## src/rtl/cmp_arb_pkg.sv

```systemverilog
// Shared types and constants for the compare-unit arbiter: FSM states,
// compare function codes and the result codes returned by the compare unit.
package cmp_arb_pkg;

    typedef enum logic [1:0] {
        IDLE  = 2'd0,
        ISSUE = 2'd1,
        WAIT  = 2'd2,
        RESP  = 2'd3
    } state_e;

    localparam logic [1:0] FUN_NOP = 2'b00;
    localparam logic [1:0] FUN_EQ  = 2'b01;
    localparam logic [1:0] FUN_GT  = 2'b10;
    localparam logic [1:0] FUN_LT  = 2'b11;

    localparam int RES_FALSE = 0;
    localparam int RES_EQ    = 1;
    localparam int RES_GT    = 2;
    localparam int RES_LT    = 3;

    function automatic logic [1:0] idx_to_onehot(input logic idx);
        return idx ? 2'b10 : 2'b01;
    endfunction

endpackage

```

## src/rtl/cmp_arbiter_rr_arb2.sv

```systemverilog
// Two-way round-robin winner select; the pointer records the last served
// requester and the other one wins a tie.
module rr_arb2 (
    input  logic       clk_i,
    input  logic       rst_i,
    input  logic [1:0] req_i,
    input  logic       done_i,
    input  logic       done_idx_i,
    output logic       win_valid_o,
    output logic       win_idx_o
);

    logic ptr_q;

    always_comb begin
        win_valid_o = |req_i;
        win_idx_o   = 1'b0;
        case (req_i)
            2'b10:   win_idx_o = 1'b1;
            2'b11:   win_idx_o = ~ptr_q;
            default: win_idx_o = 1'b0;
        endcase
    end

    // Pointer starts at 1 so requester 0 takes the first tie after reset.
    always_ff @(posedge clk_i) begin
        if (rst_i) begin
            ptr_q <= 1'b1;
        end else if (done_i) begin
            ptr_q <= done_idx_i;
        end
    end

endmodule

```

## src/rtl/cmp_arbiter.sv

```systemverilog
// Shares one compare unit between two requesters: arbitrate, issue, wait for
// the flag, return the result. Optional watchdog abort under CMP_ARB_WDOG_EN.
module cmp_arbiter
    import cmp_arb_pkg::*;
#(
    parameter int DATA_W      = 8,
    parameter int RES_W       = 16,
    parameter int WDOG_CYCLES = 8
) (
    input  logic              CLK,
    input  logic              RST,
    input  logic [1:0]        REQ,
    input  logic [DATA_W-1:0] REQ0_A,
    input  logic [DATA_W-1:0] REQ0_B,
    input  logic [1:0]        REQ0_FUN,
    input  logic [DATA_W-1:0] REQ1_A,
    input  logic [DATA_W-1:0] REQ1_B,
    input  logic [1:0]        REQ1_FUN,
    output logic [1:0]        GNT,
    output logic [1:0]        RSP_VALID,
    output logic [RES_W-1:0]  RSP_DATA,
    output logic              RSP_ERR,
    output logic [DATA_W-1:0] CMP_A,
    output logic [DATA_W-1:0] CMP_B,
    output logic [1:0]        CMP_FUN,
    output logic              CMP_Enable,
    input  logic [RES_W-1:0]  CMP_OUT,
    input  logic              CMP_Flag
);

    localparam int WDOG_W = $clog2(WDOG_CYCLES + 1);

    state_e            state_q;
    logic [1:0]        gnt_q;
    logic [1:0]        rsp_valid_q;
    logic [RES_W-1:0]  rsp_data_q;
    logic [DATA_W-1:0] cmp_a_q;
    logic [DATA_W-1:0] cmp_b_q;
    logic [1:0]        cmp_fun_q;
    logic              cmp_en_q;
    logic              win_valid;
    logic              win_idx;

    rr_arb2 u_rr (
        .clk_i      (CLK),
        .rst_i      (RST),
        .req_i      (REQ),
        .done_i     (state_q == RESP),
        .done_idx_i (gnt_q[1]),
        .win_valid_o(win_valid),
        .win_idx_o  (win_idx)
    );

`ifdef CMP_ARB_WDOG_EN
    logic [WDOG_W-1:0] wdog_q;
    logic              rsp_err_q;
    assign RSP_ERR = rsp_err_q;
`else
    logic [WDOG_W-1:0] unused_wdog_limit;
    assign unused_wdog_limit = WDOG_W'(WDOG_CYCLES);
    assign RSP_ERR = 1'b0;
`endif

    always_ff @(posedge CLK) begin
        if (RST) begin
            state_q     <= IDLE;
            gnt_q       <= 2'b00;
            rsp_valid_q <= 2'b00;
            rsp_data_q  <= '0;
            cmp_a_q     <= '0;
            cmp_b_q     <= '0;
            cmp_fun_q   <= FUN_NOP;
            cmp_en_q    <= 1'b0;
`ifdef CMP_ARB_WDOG_EN
            wdog_q      <= '0;
            rsp_err_q   <= 1'b0;
`endif
        end else begin
            cmp_en_q    <= 1'b0;
            rsp_valid_q <= 2'b00;
            case (state_q)
                IDLE: begin
                    if (win_valid) begin
                        cmp_a_q   <= win_idx ? REQ1_A   : REQ0_A;
                        cmp_b_q   <= win_idx ? REQ1_B   : REQ0_B;
                        cmp_fun_q <= win_idx ? REQ1_FUN : REQ0_FUN;
                        gnt_q     <= idx_to_onehot(win_idx);
                        cmp_en_q  <= 1'b1;
                        state_q   <= ISSUE;
                    end
                end
                ISSUE: begin
                    state_q <= WAIT;
                end
                WAIT: begin
                    // The response pulse is registered here so it lines up with RESP.
                    if (CMP_Flag) begin
                        rsp_data_q  <= CMP_OUT;
                        rsp_valid_q <= gnt_q;
                        state_q     <= RESP;
`ifdef CMP_ARB_WDOG_EN
                        wdog_q      <= '0;
                        rsp_err_q   <= 1'b0;
                    end else if (wdog_q == WDOG_W'(WDOG_CYCLES - 1)) begin
                        rsp_data_q  <= '0;
                        rsp_valid_q <= gnt_q;
                        rsp_err_q   <= 1'b1;
                        wdog_q      <= '0;
                        state_q     <= RESP;
                    end else begin
                        wdog_q      <= wdog_q + WDOG_W'(1);
`endif
                    end
                end
                RESP: begin
                    gnt_q   <= 2'b00;
                    state_q <= IDLE;
`ifdef CMP_ARB_WDOG_EN
                    rsp_err_q <= 1'b0;
`endif
                end
                default: state_q <= IDLE;
            endcase
        end
    end

    assign GNT        = gnt_q;
    assign RSP_VALID  = rsp_valid_q;
    assign RSP_DATA   = rsp_data_q;
    assign CMP_A      = cmp_a_q;
    assign CMP_B      = cmp_b_q;
    assign CMP_FUN    = cmp_fun_q;
    assign CMP_Enable = cmp_en_q;

endmodule

```

## config.mk

```make
export PLATFORM = sky130hd
export DESIGN_NAME = cmp_arbiter
export DESIGN_NICKNAME = d
export VERILOG_FILES = /design/src/rtl/cmp_arb_pkg.sv /design/src/rtl/cmp_arbiter_rr_arb2.sv /design/src/rtl/cmp_arbiter.sv
export SDC_FILE = /design/constraint.sdc
export NUM_CORES = 1
export LEC_CHECK = 0
export ABC_AREA = 1
export BUFFER_PORTS_ARGS = -buffer_cell sky130_fd_sc_hd__buf_4
export CAP_MARGIN = 40
export CORE_ASPECT_RATIO = 1.1
export CORE_MARGIN = 2
export CORE_UTILIZATION = 50
export CTS_BUF_LIST = sky130_fd_sc_hd__clkbuf_8
export CTS_CLUSTER_DIAMETER = 30
export DETAILED_ROUTE_END_ITERATION = 16
export GPL_ROUTABILITY_DRIVEN = 0
export GPL_TIMING_DRIVEN = 1
export PLACE_DENSITY = 0.88
export SYNTH_ARGS = -nofsm -noshare
export SYNTH_HDL_FRONTEND = slang
export SYNTH_SLANG_ARGS = --single-unit
```

## constraint.sdc

```tcl
create_clock -name CLK -period 3.3 [get_ports CLK]
set_clock_uncertainty 0.2 [all_clocks]
set_input_delay 0 -clock CLK [delete_from_list [all_inputs] [get_ports CLK]]
set_output_delay 0 -clock CLK [all_outputs]
set_load 0.1 [all_outputs]
```

Word level (Yosys, flattened, before mapping)
Index checks and enable logic that the tools add are counted.
{"block": "op_classes", "eq_ne": 7, "mux": 11, "n_bitwise": 4, "n_reduce_logical": 9}
{"operator": "8-bit 2-to-1 mux", "count": 2}
{"operator": "2-bit 2-to-1 mux", "count": 5}
{"operator": "2-bit equality test (second input constant)", "count": 4}
{"operator": "2-bit one-hot mux with 4 select lines", "count": 1}
{"operator": "2-bit AND reduction", "count": 4}
{"operator": "1-bit inverter", "count": 4}
{"operator": "2-bit one-hot mux with 2 select lines", "count": 1}
{"operator": "2-bit OR reduction", "count": 2}
{"operator": "3-bit OR reduction", "count": 1}
{"operator": "2-bit by 1-bit equality test with 1-bit output (second input constant)", "count": 1}
{"operator": "2-bit zero test", "count": 1}
{"operator": "2-bit by 1-bit inequality test with 1-bit output (second input constant)", "count": 1}
{"operator": "2-bit inequality test (second input constant)", "count": 1}
{"operator": "1-bit one-hot mux with 2 select lines", "count": 1}
{"operator": "2-bit nonzero test", "count": 1}
{"operator": "1-bit 2-to-1 mux", "count": 1}
{"block": "totals", "regBits": 42, "inputBits": 57, "output_inout_bits": 40}

Longest topological paths before layout
{"block": "logic_depth", "ltp_word": 5, "depth_mapped": 7, "mapped_depth_nobuf": 7}

Modules after synthesis
Synthesis repeated with hierarchy kept, for this count alone.
{"block": "unflattened", "cells_unflattened": 270, "hier_area_um2": 1915.6}
{"mod": "cmp_arbiter", "instances": 1, "cells_each": 262, "area_per_inst_um2": 1861.8, "seq_area_each_um2": 820.8}
{"mod": "rr_arb2", "instances": 1, "cells_each": 8, "area_per_inst_um2": 53.8, "seq_area_each_um2": 20.0}

Worst setup path after synthesis
OpenSTA, ideal clock, no wires.
{"block": "synth_path", "kind": "register -> register", "from": "reg, netlist name GNT[0]", "to": "reg gnt_q[0], in the netlist GNT[0]", "t_arrival_ps": 1229, "required_ps": 3030, "slack_ps": 1801, "stages_incl_launch_ff": 3, "n_path_buf": 0, "synth_period_minus_slack_ps": 1499, "path_cell_list": "dfxtp_1 nand3_1 a21oi_1"}
{"item": "end signal, assigned", "line_no": "cmp_arbiter.sv:87", "text": "gnt_q <= idx_to_onehot(win_idx);"}
{"item": "end, declared", "line_no": "cmp_arbiter.sv:34", "text": "logic [1:0] gnt_q;"}

Worst setup path in the final report
{"block": "layout_path", "from": "in REQ[0]", "to": "reg cmp_fun_q[0], in the netlist CMP_FUN[0]"}
{"block": "layout_via", "elab_chain_len": 3, "elab_cells_between_ends": 6, "cone_classes": "2 x eq/ne; 2 x mux; 2 x reduce/logical"}
{"item": "start, declared", "line_no": "cmp_arbiter.sv:12", "text": "input logic [1:0] REQ,"}
{"item": "2-bit equality test", "line_no": "cmp_arbiter_rr_arb2.sv:18", "text": "case (req_i)"}
{"item": "1-bit one-hot mux with 2 select lines", "line_no": "cmp_arbiter_rr_arb2.sv:18"}
{"item": "2-bit 2-to-1 mux", "line_no": "cmp_arbiter.sv:86", "text": "cmp_fun_q <= win_idx ? REQ1_FUN : REQ0_FUN;"}
{"item": "end signal, assigned", "line_no": "cmp_arbiter.sv:86"}
{"item": "end, declared", "line_no": "cmp_arbiter.sv:39", "text": "logic [1:0] cmp_fun_q;"}
Parallel ways exist; a longest one is shown, timed or not.
A chain may end at the register's enable or synchronous reset.

==> flow_summary.toml <==
[critical_path]
cp-end-kind = "register"
r2r_slack_ns = 0.26
cp.required_ns = 3.35
worstSetupPathType = "input port to register"
arrival_ns = 3.14
start_kind = "input port"
crit_path_max_fanout = 20

[floorplan]
core_um2 = 3570
start_util = 0.512
num_rows = 23
io_pins = 97
die_w_um = 61.6
die_h_um = 67.4
die-area_um2 = 4150

[clock_network]
clk_pin_slew_worst_paths_ns = 0.08
root_buffer = "clkbuf_8"
clk_latency_ns = 0.29
cts-htree-levels = 2
cts_inserted_buffers = 5
cts_sinks = 42
cts_tree = "yes"
clk_path_buf_depth = 2

[logic_synthesis]
netlist_instances = 251
synth_area_per_cell_um2 = 7.28
synth.distinct_cells = 22
syn_area_um2 = 1830
synthesis.nets = 311
yosysWarningCount = 0
ys_seq_elements = 42
synth_area_leaders = "dfxtp_1 (46%), nand2_1 (13%), nor2_1 (7.4%)"
netlist.area_leader.share = 0.460
yosysTopAreaCell = "dfxtp_1"
yosysSeqAreaShare = 0.460

[detailed_routing]
wl_per_cell_um = 17.1
first_pass_iters = 4
drtIter0Drc = 213
vias = 2392
drcViolationCount = 0
viasPerCell = 5.35
routed_wl_um = 7660
ant_nets = 0

[global_route]
overflow = 0
grt_pass1_vias = 2496
grt_usage = 0.383
grt_max_degree = 25
grt_pass1_wl_um = 11500
antenna_found_initial = 0

[layout]
diodes = 0
area_growth_pct = 76.4
nNetsFinal = 456
final_common_cell = "buf_4"
drive_gt1_frac = 0.272
final_cell_mix = "buf_4 (96), nand2_1 (62), dlygate4sd3_1 (57), dfxtp_1 (42), nor2_1 (36)"

[power]
p_leak_nw = 1.53
vdd_drop_max_mv = 0.649
power_density_nw_per_um2 = 877

[sta]
rsz0062_at_grt = "false"
finalHoldViolations = 0
tightest_slew_ns = 0.704
slew_viol_final = 0
fin_ws_ns = 0.205
maxSlewHeadroom = 0.528
period_share = 0.938
hold_ws_ns = 0.275
setup_viol = 0
max_freq_ghz = 0.323
fin_tns_setup_ns = 0
min_period_ns = 3.09

[worst_hold_path]
hp-class = "register to register"

[placement]
dp_slack_ns = 1.37
dp_hpwl_um = 3310
io_buffers = 95

[flow_run]
drv_cap = 0

[status]
status = "completed"
worst paths after layout:
kind / from / to / cells after the start
hold / removal: CMP_A[5] / CMP_A[5] / 2
hold reg to reg: CMP_A[5] / CMP_A[5] / 2
setup reg to reg: u_rr.ptr_q / CMP_FUN[0] / 7
setup / recovery: REQ[0] / CMP_FUN[0] / 9
cells by family after synthesis:
logic type / synth area share
other: 0.00205
buffers and inverters: 0.0849
adder cells (fa/ha/maj): 0.0206
flip-flops: 0.460
AND/OR/NAND/NOR: 0.323
AO/OA/AOI/OAI: 0.110
layer usage:
metal / wire (um) / track usage / up-vias
met5: 0 / 0 / -
li1: - / - / 1087
met4: 538 / 0.282 / 0
met1: 2600 / 0.365 / 1105
met2: 3920 / 0.676 / 148
met3: 599 / 0.107 / 52
sequential cells by signal, indices dropped and copies added (netlist names):
signal      count
RSP_DATA       16
CMP_A           8
CMP_B           8
CMP_FUN         2
GNT             2
RSP_VALID       2
state_q         2
CMP_Enable      1
u_rr.ptr_q      1
synthesized netlist by cell type:
master    instances
nand2_1          62
dfxtp_1          42
nor2_1           36
a21oi_1          21
nand3_1          21
o21ai_0          18
inv_1            15
nand3b_1          9
buf_4             5
buf_2             4
clkbuf_1          3
ha_1              3
buf_6             2
nor3b_1           2
buf_1             1
conb_1            1
inv_2             1
nand2_2           1
nand3_2           1
nand4_1           1
nor2_4            1
o21ai_1           1
final cells by class:
cell class                 count  area [um2]
inverter                      16        60.1
tap                           50        62.6
fill                         165         345
clock buffer                   5        68.8
multi-input combinational    178         831
clock inverter                 3        68.8
sequential                    42         841
timing repair buffer         153        1290
through the flow:
| stage | utilization | cell area, um2 | std cells | total power [mW] |
|---|---|---|---|---|
| CTS | 0.903 | 3220 | 447 | 2.72 |
| detailed placement | 0.705 | 2510 | 382 | 2.13 |
| floorplan | - | 1830 | 251 | 1.85 |
| finish | 0.903 | 3220 | 447 | 2.83 |
| global route | 0.903 | 3220 | 447 | 2.92 |
| global placement | 0.705 | 2510 | 382 | 2.11 |
worst max-delay path: stages:
cell and delay [ns]:
dlygate4sd3_1 0.54, buf_4 0.15, nand2_1 0.51, nand2_2 0.44
nand2_1 0.16, nand3_1 0.09, dlygate4sd3_1 0.60, a21oi_1 0.12
dlygate4sd3_1 0.54
what timing repair did:
| action | in CTS | in global routing |
|---|---|---|
| buffers inserted | 0 | 0 |
| hold endpoints to repair | 41 | 0 |
| hold buffers | 57 | 0 |
| gates resized for setup | 0 | 0 |
where the power goes:
group,internal [mW],switching (mW),leakage (nW),total (mW)
combinational,0.419,1.20,1.11,1.62
clock,0.303,0.191,0.0683,0.495
sequential,0.629,0.0858,0.344,0.715
No activity file was read; power rests on OpenSTA's default activity.
